`config.mk`:
```
export PLATFORM = sky130hd
export DESIGN_NAME = branch_predictor_flat
export DESIGN_NICKNAME = d
export VERILOG_FILES = /design/src/rtl/branch_predictor_if.sv /design/src/rtl/branch_predictor.sv /design/src/flat_wrapper.sv
export SDC_FILE = /design/constraint.sdc
export NUM_CORES = 2
export LEC_CHECK = 0
export BUFFER_PORTS_ARGS = -buffer_cell sky130_fd_sc_hd__buf_2
export CAP_MARGIN = 20
export CORE_MARGIN = 1
export CORE_UTILIZATION = 44
export DETAILED_ROUTE_END_ITERATION = 12
export PLACE_DENSITY = 0.7
export SLEW_MARGIN = 20
export SYNTH_ARGS = -nofsm -noshare
export SYNTH_HDL_FRONTEND = slang
export SYNTH_SLANG_ARGS = --single-unit
```
`constraint.sdc`:
```
create_clock -name CLK -period 4.45 [get_ports CLK]
set_input_delay 0.445 -clock CLK [delete_from_list [all_inputs] [get_ports CLK]]
set_output_delay 0.445 -clock CLK [all_outputs]
set_load 0.03 [all_outputs]
```
`src/rtl/branch_predictor_if.sv`:
```
// rtl/branch_predictor_if.sv - fetch lookup and EX training/redirect signals of the branch predictor
// Stats counters appear only when BP_STATS_EN is defined.
interface branch_predictor_if;
  logic [31:0] if_pc;
  logic        predict_taken;
  logic [31:0] predict_target;
  logic        stall;
  logic        ex_branch;
  logic [31:0] ex_pc;
  logic        ex_taken;
  logic [31:0] ex_target;
  logic        ex_pred_taken;
  logic [31:0] ex_pred_target;
  logic        branch_predicted;
  logic [31:0] correct_pc;
`ifdef BP_STATS_EN
  logic [31:0] stat_branches;
  logic [31:0] stat_mispredicts;

  modport master (
    output if_pc, stall, ex_branch, ex_pc, ex_taken, ex_target, ex_pred_taken, ex_pred_target,
    input  predict_taken, predict_target, branch_predicted, correct_pc,
    input  stat_branches, stat_mispredicts
  );
  modport slave (
    input  if_pc, stall, ex_branch, ex_pc, ex_taken, ex_target, ex_pred_taken, ex_pred_target,
    output predict_taken, predict_target, branch_predicted, correct_pc,
    output stat_branches, stat_mispredicts
  );
`else
  modport master (
    output if_pc, stall, ex_branch, ex_pc, ex_taken, ex_target, ex_pred_taken, ex_pred_target,
    input  predict_taken, predict_target, branch_predicted, correct_pc
  );
  modport slave (
    input  if_pc, stall, ex_branch, ex_pc, ex_taken, ex_target, ex_pred_taken, ex_pred_target,
    output predict_taken, predict_target, branch_predicted, correct_pc
  );
`endif
endinterface

```
`src/rtl/branch_predictor.sv`:
```
// rtl/branch_predictor.sv - direct-mapped BTB with 2-bit saturating counters for the IF stage
// Optional BP_STATS_EN adds saturating branch / mispredict counters.
module branch_predictor #(
  parameter int ENTRIES = 16
) (
  input logic              CLK,
  input logic              nRST,
  branch_predictor_if.slave bp
);
  localparam int IDX   = $clog2(ENTRIES);
  localparam int TAG_W = 30 - IDX;

  logic             valid_q  [ENTRIES];
  logic [TAG_W-1:0] tag_q    [ENTRIES];
  logic [31:0]      target_q [ENTRIES];
  logic [1:0]       ctr_q    [ENTRIES];

  logic [IDX-1:0]   rd_idx;
  logic [TAG_W-1:0] rd_tag;
  logic             rd_hit;
  logic [IDX-1:0]   wr_idx;
  logic [TAG_W-1:0] wr_tag;
  logic             wr_hit;
  logic             upd;
  logic [1:0]       ctr_next;

  // Lookup reads registered state only, so a same-cycle update is not bypassed.
  assign rd_idx = bp.if_pc[IDX+1:2];
  assign rd_tag = bp.if_pc[31:IDX+2];
  assign rd_hit = valid_q[rd_idx] && (tag_q[rd_idx] == rd_tag);

  assign bp.predict_taken  = rd_hit && ctr_q[rd_idx][1];
  assign bp.predict_target = bp.predict_taken ? target_q[rd_idx] : bp.if_pc + 32'd4;

  assign bp.branch_predicted = !bp.ex_branch ||
                               ((bp.ex_pred_taken == bp.ex_taken) &&
                                (!bp.ex_taken || (bp.ex_pred_target == bp.ex_target)));
  assign bp.correct_pc       = bp.ex_taken ? bp.ex_target : bp.ex_pc + 32'd4;

  // A stalled EX branch is held for several cycles but must train only once.
  assign upd    = bp.ex_branch && !bp.stall;
  assign wr_idx = bp.ex_pc[IDX+1:2];
  assign wr_tag = bp.ex_pc[31:IDX+2];
  assign wr_hit = valid_q[wr_idx] && (tag_q[wr_idx] == wr_tag);

  always_comb begin
    ctr_next = ctr_q[wr_idx];
    if (wr_hit) begin
      if (bp.ex_taken) begin
        if (ctr_q[wr_idx] != 2'b11) ctr_next = ctr_q[wr_idx] + 2'd1;
      end else begin
        if (ctr_q[wr_idx] != 2'b00) ctr_next = ctr_q[wr_idx] - 2'd1;
      end
    end else begin
      ctr_next = bp.ex_taken ? 2'b10 : 2'b01;
    end
  end

  always_ff @(posedge CLK or negedge nRST) begin
    if (!nRST) begin
      for (int i = 0; i < ENTRIES; i++) begin
        valid_q[i]  <= 1'b0;
        tag_q[i]    <= '0;
        target_q[i] <= 32'd0;
        ctr_q[i]    <= 2'b01;
      end
    end else if (upd) begin
      valid_q[wr_idx]  <= 1'b1;
      tag_q[wr_idx]    <= wr_tag;
      target_q[wr_idx] <= bp.ex_target;
      ctr_q[wr_idx]    <= ctr_next;
    end
  end

`ifdef BP_STATS_EN
  logic [31:0] branches_q;
  logic [31:0] mispredicts_q;

  always_ff @(posedge CLK or negedge nRST) begin
    if (!nRST) begin
      branches_q    <= 32'd0;
      mispredicts_q <= 32'd0;
    end else if (upd) begin
      if (branches_q != 32'hFFFF_FFFF) branches_q <= branches_q + 32'd1;
      if (!bp.branch_predicted && (mispredicts_q != 32'hFFFF_FFFF))
        mispredicts_q <= mispredicts_q + 32'd1;
    end
  end

  assign bp.stat_branches    = branches_q;
  assign bp.stat_mispredicts = mispredicts_q;
`endif
endmodule

```
`src/flat_wrapper.sv`:
```
// flat-port wrapper written by rule: the top's interface ports become plain ports
module branch_predictor_flat 
#(
  parameter int ENTRIES = 16
)
  (CLK, nRST, bp_if_pc, bp_stall, bp_ex_branch, bp_ex_pc, bp_ex_taken, bp_ex_target, bp_ex_pred_taken, bp_ex_pred_target, bp_predict_taken, bp_predict_target, bp_branch_predicted, bp_correct_pc);
  branch_predictor_if bp_i ();
  input logic CLK;
  input logic nRST;
  input wire logic [$bits(bp_i.if_pc)-1:0] bp_if_pc;
  input wire logic [$bits(bp_i.stall)-1:0] bp_stall;
  input wire logic [$bits(bp_i.ex_branch)-1:0] bp_ex_branch;
  input wire logic [$bits(bp_i.ex_pc)-1:0] bp_ex_pc;
  input wire logic [$bits(bp_i.ex_taken)-1:0] bp_ex_taken;
  input wire logic [$bits(bp_i.ex_target)-1:0] bp_ex_target;
  input wire logic [$bits(bp_i.ex_pred_taken)-1:0] bp_ex_pred_taken;
  input wire logic [$bits(bp_i.ex_pred_target)-1:0] bp_ex_pred_target;
  output wire logic [$bits(bp_i.predict_taken)-1:0] bp_predict_taken;
  output wire logic [$bits(bp_i.predict_target)-1:0] bp_predict_target;
  output wire logic [$bits(bp_i.branch_predicted)-1:0] bp_branch_predicted;
  output wire logic [$bits(bp_i.correct_pc)-1:0] bp_correct_pc;
  assign bp_i.if_pc = bp_if_pc;
  assign bp_i.stall = bp_stall;
  assign bp_i.ex_branch = bp_ex_branch;
  assign bp_i.ex_pc = bp_ex_pc;
  assign bp_i.ex_taken = bp_ex_taken;
  assign bp_i.ex_target = bp_ex_target;
  assign bp_i.ex_pred_taken = bp_ex_pred_taken;
  assign bp_i.ex_pred_target = bp_ex_pred_target;
  assign bp_predict_taken = bp_i.predict_taken;
  assign bp_predict_target = bp_i.predict_target;
  assign bp_branch_predicted = bp_i.branch_predicted;
  assign bp_correct_pc = bp_i.correct_pc;
  branch_predictor #(.ENTRIES(ENTRIES)) u_core (.CLK(CLK), .nRST(nRST), .bp(bp_i));
endmodule
```
Word-level counts from Yosys, hierarchy flattened
Cells that the tools add are included.
{"block": "totals", "reg_bits": 976, "in_bits": 134, "output_inout_bits": 66, "elab_cells": 130}
{"block": "op_classes", "n_addsub": 4, "order_cmp": 3, "eq_ne": 5, "mux": 39, "bitwise_logic": 3, "reduce_logical": 12}
{"op": "$bwmux W512", "count": 1}
{"op": "$bwmux W416", "count": 1}
{"op": "$bmux W26 S4", "count": 2}
{"op": "$mux W32", "count": 5}
{"op": "$mux W26", "count": 5}
{"op": "$bmux W32 S4", "count": 1}
{"op": "$demux W32 S4", "count": 1}
{"op": "$demux W26 S4", "count": 1}
{"op": "$add A32 B3 Y32 const B", "count": 2}
{"op": "$eq A26 B26 Y1", "count": 2}
{"op": "$bwmux W32", "count": 1}
{"op": "$eq A32 B32 Y1", "count": 1}
{"op": "$mux W2", "count": 10}
{"op": "$bmux W2 S4", "count": 2}
{"op": "$or A16 B16 Y16", "count": 1}
{"op": "$ge A5 B5 Y1 const B", "count": 2}
{"op": "$not A4 Y5", "count": 2}
{"op": "$bmux W1 S4", "count": 2}
{"op": "$demux W2 S4", "count": 1}
{"op": "$logic_and A1 B1 Y1", "count": 6}
{"op": "$lt A5 B1 Y1 const B", "count": 1}
{"op": "$mux W1", "count": 5}
{"op": "$demux W1 S4", "count": 1}
{"op": "$logic_not A1 Y1", "count": 3}
{"op": "other kinds (6)", "count": 7}

Logic depth before layout (Yosys ltp)
{"block": "logic_depth", "word_depth": 9, "depth_mapped": 15, "mapped_depth_nobuf": 9}

Worst setup path before layout
Ideal clock, no wire load.
{"block": "synth_timing", "kind": "input -> output", "start": "input bp_if_pc[3]", "end": "output bp_predict_taken", "arrival_ns": 4.291, "t_required_ns": 4.005, "setup_slack_ns": -0.286, "path_stages": 10, "n_path_buf": 4, "path_cell_list": "clkbuf_1 -> clkbuf_1 -> clkbuf_1 -> buf_1 -> mux4_2 -> mux4_2 -> xnor2_1 -> nand4_1 -> or4_1 -> nor4_1"}
{"block": "synth_between", "elab_chain_cells": 7, "elab_cells_between_ends": 13, "classes_between": "eq/ne: 1; mux: 9; bitwise: 1; reduce/logical: 2"}
{"element": "from (decl)", "line_no": "flat_wrapper.sv:10", "text": "input wire logic [$bits(bp_i.if_pc)-1:0] bp_if_pc;"}
{"element": "$not A4 Y5 (implied by the code) (*)", "line_no": "branch_predictor.sv:30, branch_predictor.sv:32"}
{"element": "$bmux W26 S4", "line_no": "branch_predictor.sv:30", "text": "assign rd_hit = valid_q[rd_idx] && (tag_q[rd_idx] == rd_tag);"}
{"element": "$mux W26 (implied by the code) (2 in a row)", "line_no": "branch_predictor.sv:30"}
{"element": "$eq A26 B26 Y1", "line_no": "branch_predictor.sv:30"}
{"element": "$logic_and A1 B1 Y1", "line_no": "branch_predictor.sv:30"}
{"element": "$logic_and A1 B1 Y1 (*)", "line_no": "branch_predictor.sv:32", "text": "assign bp.predict_taken = rd_hit && ctr_q[rd_idx][1];"}
{"element": "to (decl)", "line_no": "flat_wrapper.sv:18", "text": "output wire logic [$bits(bp_i.predict_taken)-1:0] bp_predict_taken;"}
Mark *: on every way between the ends. The rest lies on a longest branch, timed or not. The select of a mux whose other input is x is not followed.

Worst setup path in the final report
{"block": "layout_timing", "start": "register u_core.tag_q[220] in the netlist's numbering", "end": "output bp_predict_target[16]"}
{"block": "layout_between", "elab_chain_cells": 7}
{"element": "from (decl)", "line_no": "branch_predictor.sv:14", "text": "logic [TAG_W-1:0] tag_q [ENTRIES];"}
{"element": "from (signal, indexed assignment)", "line_no": "branch_predictor.sv:69", "text": "tag_q[wr_idx] <= wr_tag;"}
{"element": "$bmux W26 S4", "line_no": "branch_predictor.sv:30"}
{"element": "$mux W26 (implied by the code) (2 in a row)", "line_no": "branch_predictor.sv:30"}
{"element": "$eq A26 B26 Y1", "line_no": "branch_predictor.sv:30"}
{"element": "$logic_and A1 B1 Y1", "line_no": "branch_predictor.sv:30"}
{"element": "$logic_and A1 B1 Y1", "line_no": "branch_predictor.sv:32"}
{"element": "$mux W32", "line_no": "branch_predictor.sv:33", "text": "assign bp.predict_target = bp.predict_taken ? target_q[rd_idx] : bp.if_pc + 32'd4;"}
{"element": "to (decl)", "line_no": "flat_wrapper.sv:19", "text": "output wire logic [$bits(bp_i.predict_target)-1:0] bp_predict_target;"}
No other way between the ends. The select of a mux whose other input is x is not followed.

==> impl_metrics.py <==
metrics = {
    "run_status": {
        "outcome": "complete, but fails checks",
        "violations": "negative setup slack",
    },
    "setup_path": {
        "r2r_start": "u_core.tag_q[230]",
        "worstPathRequired_ns": 4.01,
        "rr_endpoint": "u_core.ctr_q[28]",
        "end_kind": "output port",
        "crit_fanout": 8,
        "critPathLaunchType": "register",
        "r2r_cells": 11,
        "crit_type": "reg2out",
        "reg2reg_slack_ns": 1.02,
        "crit_start": "u_core.tag_q[220]",
        "worst_ep_arrival_time_ns": 4.11,
    },
    "synthesis": {
        "synth_cell_types": 57,
        "synth_warnings": 0,
        "ys_seq_area_share_pct": 48.87,
        "synth_cells": 3353,
        "avgSynthCellArea_um2": 14.92,
        "async_flop_share_pct": 100.0,
        "syn_nets": 3492,
        "ys.flop_type": "dfrtp_1",
        "ys_ff_latch": 976,
        "synth_edf_count": 0,
        "synth_area_um2": 50020,
    },
    "global_routing": {
        "met3_usage_pct": 9.045,
        "first_global_vias": 33210,
        "use_met1_pct": 39.06,
        "antenna_found_initial": 29,
        "grt-ovfl-total": 0,
        "grt_busiest_layer": "met2",
        "grt_pass1_wl_mm": 235.5,
        "grt_max_degree": 110,
        "grt_usage_pct": 27.98,
        "use_met2_pct": 40.80,
    },
    "placement": {
        "dp_hpwl_mm": 103.3,
        "place_congestion": 0.9742,
        "placed_cell_area_um2": 53510,
        "post-place-ws_ns": 0.01290,
        "portBuffers": 199,
    },
    "floorplan": {
        "die-area_um2": 115000,
        "num_io_pins": 200,
        "fp-row-count": 123,
        "die_y_um": 339.2,
        "initial_utilization_pct": 44.40,
        "die_width_um": 339.2,
        "core-area_um2": 112700,
    },
    "power": {
        "peakVddDrop_mv": 0.3479,
        "p_int_uw": 18920,
        "p_total_uw": 26010,
        "p_sw_share_pct": 27.28,
        "leakagePower_uw": 0.02465,
        "pwr-share-clk_pct": 34.1,
        "p_switching_uw": 7097,
        "pwr-share-seq_pct": 45.2,
        "combPwrFrac_pct": 20.7,
        "powerDensity_nw_per_um2": 452.2,
    },
    "detailed_routing": {
        "route.detailed.drc": 0,
        "wl_per_cell_um": 31.45,
        "first_pass_iters": 5,
        "antenna_left": 0,
        "drtIter0Drc": 3117,
        "routed_via_density": 6.360,
        "wl_mm": 160.3,
        "num_vias": 32420,
    },
    "final_layout": {
        "nNetsFinal": 3652,
        "fin_area_um2": 57520,
        "drive_gt1_share_pct": 55.17,
        "syn_to_final_growth_pct": 15.00,
    },
    "clock_network": {
        "cts_sinks": 976,
        "clk_pin_slew_ns": 0.06,
        "cts_tree": "yes",
        "clk_latency_ns": 0.69,
        "htree_levels": 3,
        "cts_buffers": 101,
        "clockRootBuffer": "clkbuf_16",
        "clock_path_buffers": 3,
    },
    "timing": {
        "setup_viol": 31,
        "tns_ns": -2.090,
        "slew_headroom_pct": 20.67,
        "worst-slew-pin-transition_ns": 1.185,
        "period_minus_slack_ns": 4.560,
        "grt_setup_unrepaired": "true",
        "whs_ns": 0.1014,
        "setup_ws_ns": -0.1095,
        "hold_viol": 0,
        "fmax_mhz": 219.3,
        "period_share_pct": 102.5,
        "drv_slew": 0,
        "fin_skew_ns": 0.03328,
    },
    "hold_path": {
        "min_from": "bp_ex_pc[8]",
        "whs_endpoint": "u_core.tag_q[2]",
        "whs_path_depth": 2,
        "hp-class": "in2reg",
    },
    "flow_run": {
        "max-cap-violations": 0,
    },
}
## flip-flops by register name (all words and copies together) (netlist names)
name,count
u_core.target_q,512
u_core.valid_q,16
u_core.ctr_q,32
u_core.tag_q,416
## routing by layer
metal / vias to the layer above / wire length, um
met5: - / 221
met4: 34 / 6618
met3: 382 / 17330
met2: 1556 / 70430
met1: 17540 / 65690
li1: 12900 / -
## synth_stat cells (all sizes together), types with 5 or more instances
master	instances	area [um2]
xor2	48	420.4
nand2	98	367.9
nand4	29	181.4
and3	10	62.56
mux2i	69	694.4
o22ai	7	43.79
a31oi	5	31.28
ha	5	62.56
buf	79	401.6
a21oi	23	115.1
inv	23	86.33
clkbuf	258	968.4
dfrtp	960	24020
nand3	40	200.2
a221oi	16	140.1
o211ai	8	60.06
xnor2	95	832.1
nor4	16	115.1
nor2b	10	62.56
mux4	383	8626
nor3	13	65.06
or2	16	100.1
nor2	40	150.1
dfstp	16	420.4
a22o	8	70.07
mux2	988	11130
a22oi	11	82.58
o21ai	46	230.2
## cell usage in the layout (no fill, tap or decap), types with 16 or more instances in the layout
cell type  synthesis  routed
dfrtp_1          960     960
mux2_2           959     957
mux4_2           383     383
buf_2             33     159
buf_4              9     158
clkbuf_16          0     103
nand2_1           98      98
xnor2_1           95      90
mux2i_1           68      67
xor2_1            48      48
o21ai_0           46      46
nand3_1           40      40
buf_12             0      37
buf_6              4      31
nand4_1           29      29
clkbuf_8           0      29
nor2_1            40      28
mux2_4             0      26
a21oi_1           23      23
inv_1             22      22
clkbuf_1         258      19
a221oi_1          16      16
or2_2             16      16
dfstp_2           16      16
## critical path, cell delays in order (launching register included)
cell and delay, ns:
dfrtp_1 0.41, mux4_2 0.49, mux4_2 0.55, xnor2_2 0.21
nand4_1 0.21, nor4bb_1 0.30, nand2_1 0.13, nor4_4 0.16
buf_6 0.15, buf_8 0.14, buf_16 0.17, mux2_1 0.34
buf_4 0.17
## through the flow
| stage | util, % | instances |
|---|---|---|
| 2_1_floorplan | - | 3353 |
| 3_3_place_gp | 47.50 | 4897 |
| 3_5_place_dp | 47.50 | 4897 |
| 4_1_cts | 51.01 | 5089 |
| 5_1_grt | 51.05 | 5091 |
| 6_report | 51.06 | 5097 |
## logic make-up (layout without fill, tap and decap cells)
family,Yosys count,after routing,share of synthesized area (%)
AO/OA/AOI/OAI,141,141,1.864
other,0,6,0
multiplexers,1440,1440,40.87
XOR/XNOR,143,143,2.504
adder cells (fa/ha/maj),5,5,0.1251
AND/OR/NAND/NOR,288,288,2.854
flip-flops,976,976,48.87
buffers and inverters,360,598,2.912
## how the worst max path moves through the flow
stage | endpoint | depth (start not counted)
2_1_floorplan | bp_predict_taken | 10
3_3_place_gp | bp_predict_target[31] | 12
3_5_place_dp | bp_predict_target[25] | 12
4_1_cts | bp_predict_target[16] | 13
5_1_grt | bp_predict_target[16] | 12
6_report | bp_predict_target[16] | 12
## layout make-up
type                            count  area (um2)
Inverter                           23       86.33
Sequential cell                   976       24440
Clock buffer                      151        3048
Fill cell                        9448       55130
Timing Repair Buffer              394        3239
Clock inverter                     30       430.4
Antenna cell                        6       15.01
Tap cell                         1500        1877
Multi-Input combinational cell   2017       24380
## what timing repair did
item / CTS / global route
gates resized for setup: 95 / 7
endpoints found under the setup margin: 32 / 33
hold endpoints to repair: 73 / 0
cloned: 3 / 0
pin swaps: 2 / 1
setup buffers: 7 / 2
hold buffers: 1 / 0
## power by group through the flow
stage	Sequential [uW]	Clock, uW	Combinational [uW]
floorplan	11400	0	3810
global placement	11800	0	5130
detailed placement	11900	0	5240
CTS	11700	8970	5330
global route	12000	9310	5690
finish	11800	8870	5380
Power figures use the tool's default switching activity.
